--- src/rtl/regfile_scoreboard.sv ---
// Register file with two combinational read ports, one write port, optional write-to-read
// bypass and a per-register busy bit used by the control unit to stall on pending results.
module regfile_scoreboard #(
  parameter int unsigned DATA_W = 4,
  parameter int unsigned ADDR_W = 2,
  parameter int unsigned BYPASS = 1
) (
  input  logic                     clk,
  input  logic                     rst,
  input  logic [ADDR_W-1:0]        ra_addr,
  input  logic [ADDR_W-1:0]        rb_addr,
  output logic [DATA_W-1:0]        ra_data,
  output logic [DATA_W-1:0]        rb_data,
  output logic                     ra_busy,
  output logic                     rb_busy,
  input  logic                     wr_en,
  input  logic [ADDR_W-1:0]        wr_addr,
  input  logic [DATA_W-1:0]        wr_data,
  input  logic                     rsv_en,
  input  logic [ADDR_W-1:0]        rsv_addr,
  input  logic                     flush,
  output logic [(1<<ADDR_W)-1:0]   busy_vec
);

  localparam int unsigned Depth = 1 << ADDR_W;

  logic [DATA_W-1:0] mem_q [Depth];
  logic [DATA_W-1:0] mem_d [Depth];
  logic [Depth-1:0]  busy_q, busy_d;
  logic              ra_hit, rb_hit;

  always_comb begin
    mem_d = mem_q;
    if (wr_en) begin
      mem_d[wr_addr] = wr_data;
    end
  end

  // Reserve is applied after release so a same-edge write+reserve leaves the bit set;
  // flush wins over both.
  always_comb begin
    busy_d = busy_q;
    if (wr_en) begin
      busy_d[wr_addr] = 1'b0;
    end
    if (rsv_en) begin
      busy_d[rsv_addr] = 1'b1;
    end
    if (flush) begin
      busy_d = '0;
    end
  end

  always_ff @(posedge clk or posedge rst) begin
    if (rst) begin
      for (int i = 0; i < Depth; i++) begin
        mem_q[i] <= DATA_W'(i);
      end
      busy_q <= '0;
    end else begin
      mem_q  <= mem_d;
      busy_q <= busy_d;
    end
  end

  always_comb begin
    ra_hit = (BYPASS != 0) && wr_en && (wr_addr == ra_addr);
    rb_hit = (BYPASS != 0) && wr_en && (wr_addr == rb_addr);
  end

  always_comb begin
    ra_data = ra_hit ? wr_data : mem_q[ra_addr];
    ra_busy = ra_hit ? 1'b0    : busy_q[ra_addr];
    rb_data = rb_hit ? wr_data : mem_q[rb_addr];
    rb_busy = rb_hit ? 1'b0    : busy_q[rb_addr];
  end

  assign busy_vec = busy_q;

endmodule

--- config.mk ---
export PLATFORM = sky130hd
export DESIGN_NAME = regfile_scoreboard
export DESIGN_NICKNAME = d
export VERILOG_FILES = /design/src/rtl/regfile_scoreboard.sv
export SDC_FILE = /design/constraint.sdc
export NUM_CORES = 1
export LEC_CHECK = 0
export ABC_AREA = 1
export CORE_ASPECT_RATIO = 1.1
export CORE_MARGIN = 2
export CORE_UTILIZATION = 53
export DETAILED_ROUTE_END_ITERATION = 16
export PLACE_DENSITY = 0.92
export SYNTH_ARGS = -nofsm -noshare
export SYNTH_HDL_FRONTEND = slang
export SYNTH_SLANG_ARGS = --single-unit
--- constraint.sdc ---
create_clock -name clk -period 1.8 [get_ports clk]
set_clock_uncertainty 0.05 [all_clocks]
set_input_delay 0.36 -clock clk [delete_from_list [all_inputs] [get_ports clk]]
set_output_delay 0.36 -clock clk [all_outputs]
set_load 0.01 [all_outputs]
==> results by stage <==
Outcome:
- The flow ran to the end, and the final reports show no timing, DRC or antenna violations.

Floorplan:
- The effective utilization at floorplan is 0.5471.
- The die footprint is 2973 um2.
- The core area is 2472 um2.
- The die is 52.17 um wide.
- The row count is 19.
- For this design the top-level I/O count stands at 31.
- From bottom edge to top edge, the die measures 56.99 um.

Synthesis:
- The number of nets in the synthesized netlist is 230.
- The count of flip-flops with a built-in enable after synthesis is 0.
- The dominant register cell in the synthesized netlist is sky130_fd_sc_hd__dfrtp_1.
- Synthesis instantiated 13 different standard cells from the library.
- By instance count, the leading cell after synthesis is sky130_fd_sc_hd__nand2_1.
- Sorting the synthesized cells by how often they occur yields 98 x sky130_fd_sc_hd__nand2_1, 28 x sky130_fd_sc_hd__inv_1, 26 x sky130_fd_sc_hd__nand3_1.
- The number of register bits inferred by synthesis is 20.
- The number of warnings reported in the yosys synthesis log is 0.
- The synthesized area per cell is 6.350 um2.
- In the synthesized netlist the async set-or-reset flop fraction comes to 1.000.
- The library cell occupying the most area in the post-synthesis netlist is sky130_fd_sc_hd__dfrtp_1.
- Of the post-synthesis cell area, the dominant cell type holds 0.2960.
- The gate count of the mapped netlist is 213.
- The mapped netlist covers 1353 um2.
- Ranked by total cell area, the synthesized netlist is headed by sky130_fd_sc_hd__dfrtp_1 30%, sky130_fd_sc_hd__nand2_1 27%, sky130_fd_sc_hd__nand3_1 9.6%.
- The share of the Yosys chip area taken by registers is 0.3737.

Clocking:
- The cts-stage hold buffer count is 0.
- The tree built by TritonCTS fans out to 20 sinks.
- The worst-skew pair later-pin latency is 0.30 ns.
- Buffers inserted during clock tree synthesis total 3.
- TritonCTS built the clock tree.
- The number of levels the H-tree was split into is 1.
- The longest clock path from root to sink contains 2 buffers.
- Clock tree synthesis selected as its root buffer the cell sky130_fd_sc_hd__clkbuf_4.
- The post-CTS clock slew at the launch and capture registers of the worst setup and hold paths is 0.11 ns.

Placement:
- The post-place setup slack is -0.5957 ns.
- The count of buffers added on input and output ports is 30.
- The post-DP HPWL is 2943 um.
- The weighted congestion at the end of routability-driven global placement is 0.8987.

STA:
- The achievable clock frequency is 0.5657 GHz.
- Subtracting the final worst setup slack from the clock period gives 1.768 ns.
- In the post-route analysis, the smallest setup slack over all paths is 0.03230 ns.
- Setup repair after global routing could not meet its margin everywhere.
- The number of endpoints with negative hold slack in the final report is 0.
- The count of final max-slew check failures is 0.
- The ratio of final minimum period to clock period is 0.9821.
- The final-layout worst hold slack is 0.3176 ns.
- In this run the tightest slew margin relative to its limit is 0.7485.
- Setup violations remaining at the end of the flow were counted as 0.
- For the pin with the worst max-slew slack, the measured transition is 0.3761 ns.

Critical path:
- The worst stage delay on the critical path is 0.55 ns.
- The element type at the critical path end is a primary output.
- The data arrival at the endpoint of the critical path is 1.36 ns.
- The worst setup path is launched from a flop.
- At the worst endpoint, the required time is 1.39 ns.
- The cell at the slowest stage of the critical path is sky130_fd_sc_hd__dfstp_2.
- Walking the worst path, the cells encountered are inv_2 -> nand2_1 -> nand3_1 -> nand2_1 -> nand2_1 -> nand2_1 -> buf_2.
- The most frequent cell on the critical path is sky130_fd_sc_hd__nand2_1.
- The highest net fanout along the worst path is 2.
- By startpoint and endpoint, the worst setup path is classified as flop to primary output.

Detailed routing:
- The count of TritonRoute iterations in the first routing pass is 5.
- The detail-routed via count per cell is 5.386.
- The remaining routing DRC violations is 0.
- The count of antenna-violating nets left after detailed routing is 0.
- For this block, the via count after detailed routing is 1,589.
- Dividing the detail-routed wire length by the instance count gives 13.05 um.
- The first routing iteration left 109 violations.
- The aggregate routed wire length is 3851 um.

Finish:
- The repair_antennas step left the layout with diodes totalling 0.
- At the end of the flow the core is filled with cells to 0.7535.
- Compared with the post-synthesis result, the final layout area differs by 37.74%.
- The final net count is 282.
- Of the cells placed in the final design, the portion with a size suffix greater than 1 is 0.2348.

Global routing:
- The number of global-route vias before repair came to 1,394.
- The maximum number of pins on one net before global-route repair is 21.
- Across every metal layer, demand over resource in global routing totals 0.2812.
- The wire length of the first global-routing pass is 6299 um.
- After global routing the overflow that remains totals 0.
- The number of antenna violations at the first check in global routing is 0.

Pwr:
- The leakage dissipation is 0.001025 uW.
- The maximum vdd ir drop is 0.0006607 V.
- Power spread over the standard cell area amounts to 682.7 nW/um2.

Flow run:
- Max-cap violations in this run came to 0.

Hold path:
- The worst hold path belongs to the class input pin to asynchronous set/reset pin.
[worst paths after layout]
kind | cells after the start | endpoint | slack (ns) | start
setup / recovery | 7 | ra_data[1] | 0.03 | mem_q[5]
hold / removal | 3 | mem_q[2] | 0.32 | rst
setup reg to reg | 3 | mem_q[5] | 0.88 | mem_q[5]
hold reg to reg | 2 | mem_q[0] | 0.44 | mem_q[0]
max in group asynchronous | 3 | mem_q[0] | 1.12 | rst
min in group clk | 2 | mem_q[0] | 0.44 | mem_q[0]
[stage by stage]
step / instances / total power [uW] / setup TNS (ns) / area, um2
floorplan: 213 / 806.2 / 0 / 1353
detailed placement: 288 / 1024 / -5.674 / 1819
finish: 295 / 1272 / 0 / 1863
global route: 295 / 1348 / -0.02161 / 1863
CTS: 293 / 1265 / 0 / 1883
global placement: 288 / 1009 / -5.408 / 1819
[state kept, by name, summed over array words and instances, names as in the netlist]
signal    count
mem_q        16
busy_vec      4
[worst max-delay path: cells and delay by family, from the launching register on]
kind,cells,cell delay (ns)
buffers and inverters,2,0.17
DFF,1,0.55
and+or+nand+nor,5,0.33
[layout make-up]
cell class / count / area (um2)
timing repair buffer: 51 / 417.9
fill: 198 / 609.3
sequential: 20 / 505.5
multi-input combinational: 159 / 752.0
inverter: 30 / 112.6
clock buffer: 4 / 36.28
tap: 31 / 38.79
[per-layer routing]
metal	GRT usage	share of wire
met2	0.4430	0.48
met1	0.4052	0.43
met3	0.03141	0.069
met5	0	0
met4	0.09524	0.021
[where the power goes]
| group | switching [uW] | internal [uW] | total, uW |
|---|---|---|---|
| Combinational | 262 | 195 | 457 |
| Sequential | 37.2 | 521 | 558 |
| Clock | 133 | 123 | 257 |
[cells in the final DEF (no fill, tap or decap), types with 2 or more instances in the layout]
master	Yosys	layout
sky130_fd_sc_hd__a21oi_1	4	4
sky130_fd_sc_hd__buf_2	4	5
sky130_fd_sc_hd__buf_4	0	18
sky130_fd_sc_hd__buf_6	0	2
sky130_fd_sc_hd__clkbuf_2	0	7
sky130_fd_sc_hd__clkbuf_4	0	3
sky130_fd_sc_hd__clkdlybuf4s15_2	0	2
sky130_fd_sc_hd__clkdlybuf4s50_1	0	13
sky130_fd_sc_hd__dfrtp_1	16	16
sky130_fd_sc_hd__dfstp_2	4	4
sky130_fd_sc_hd__dlygate4sd2_1	0	2
sky130_fd_sc_hd__inv_1	28	23
sky130_fd_sc_hd__inv_2	2	7
sky130_fd_sc_hd__nand2_1	98	93
sky130_fd_sc_hd__nand2_2	3	6
sky130_fd_sc_hd__nand2_4	0	2
sky130_fd_sc_hd__nand3_1	26	26
sky130_fd_sc_hd__nand3_4	0	2
sky130_fd_sc_hd__nand4_1	8	8
sky130_fd_sc_hd__nor2b_4	2	2
sky130_fd_sc_hd__o21ai_0	16	16
[logic make-up after synthesis]
group	count (synthesis)	synth area share
AOI/OAI and AO/OA	20	0.07401
buffers and inverters	34	0.09806
DFF	20	0.3737
and+or+nand+nor	139	0.4542
[what timing repair did]
item | 4_1_cts | 5_1_grt
gates resized for setup | 52 | 15
pin swaps | 5 | 8
setup buffers | 1 | 2
endpoints found under the setup margin | 10 | 9
No activity file was read; power rests on OpenSTA's default activity.
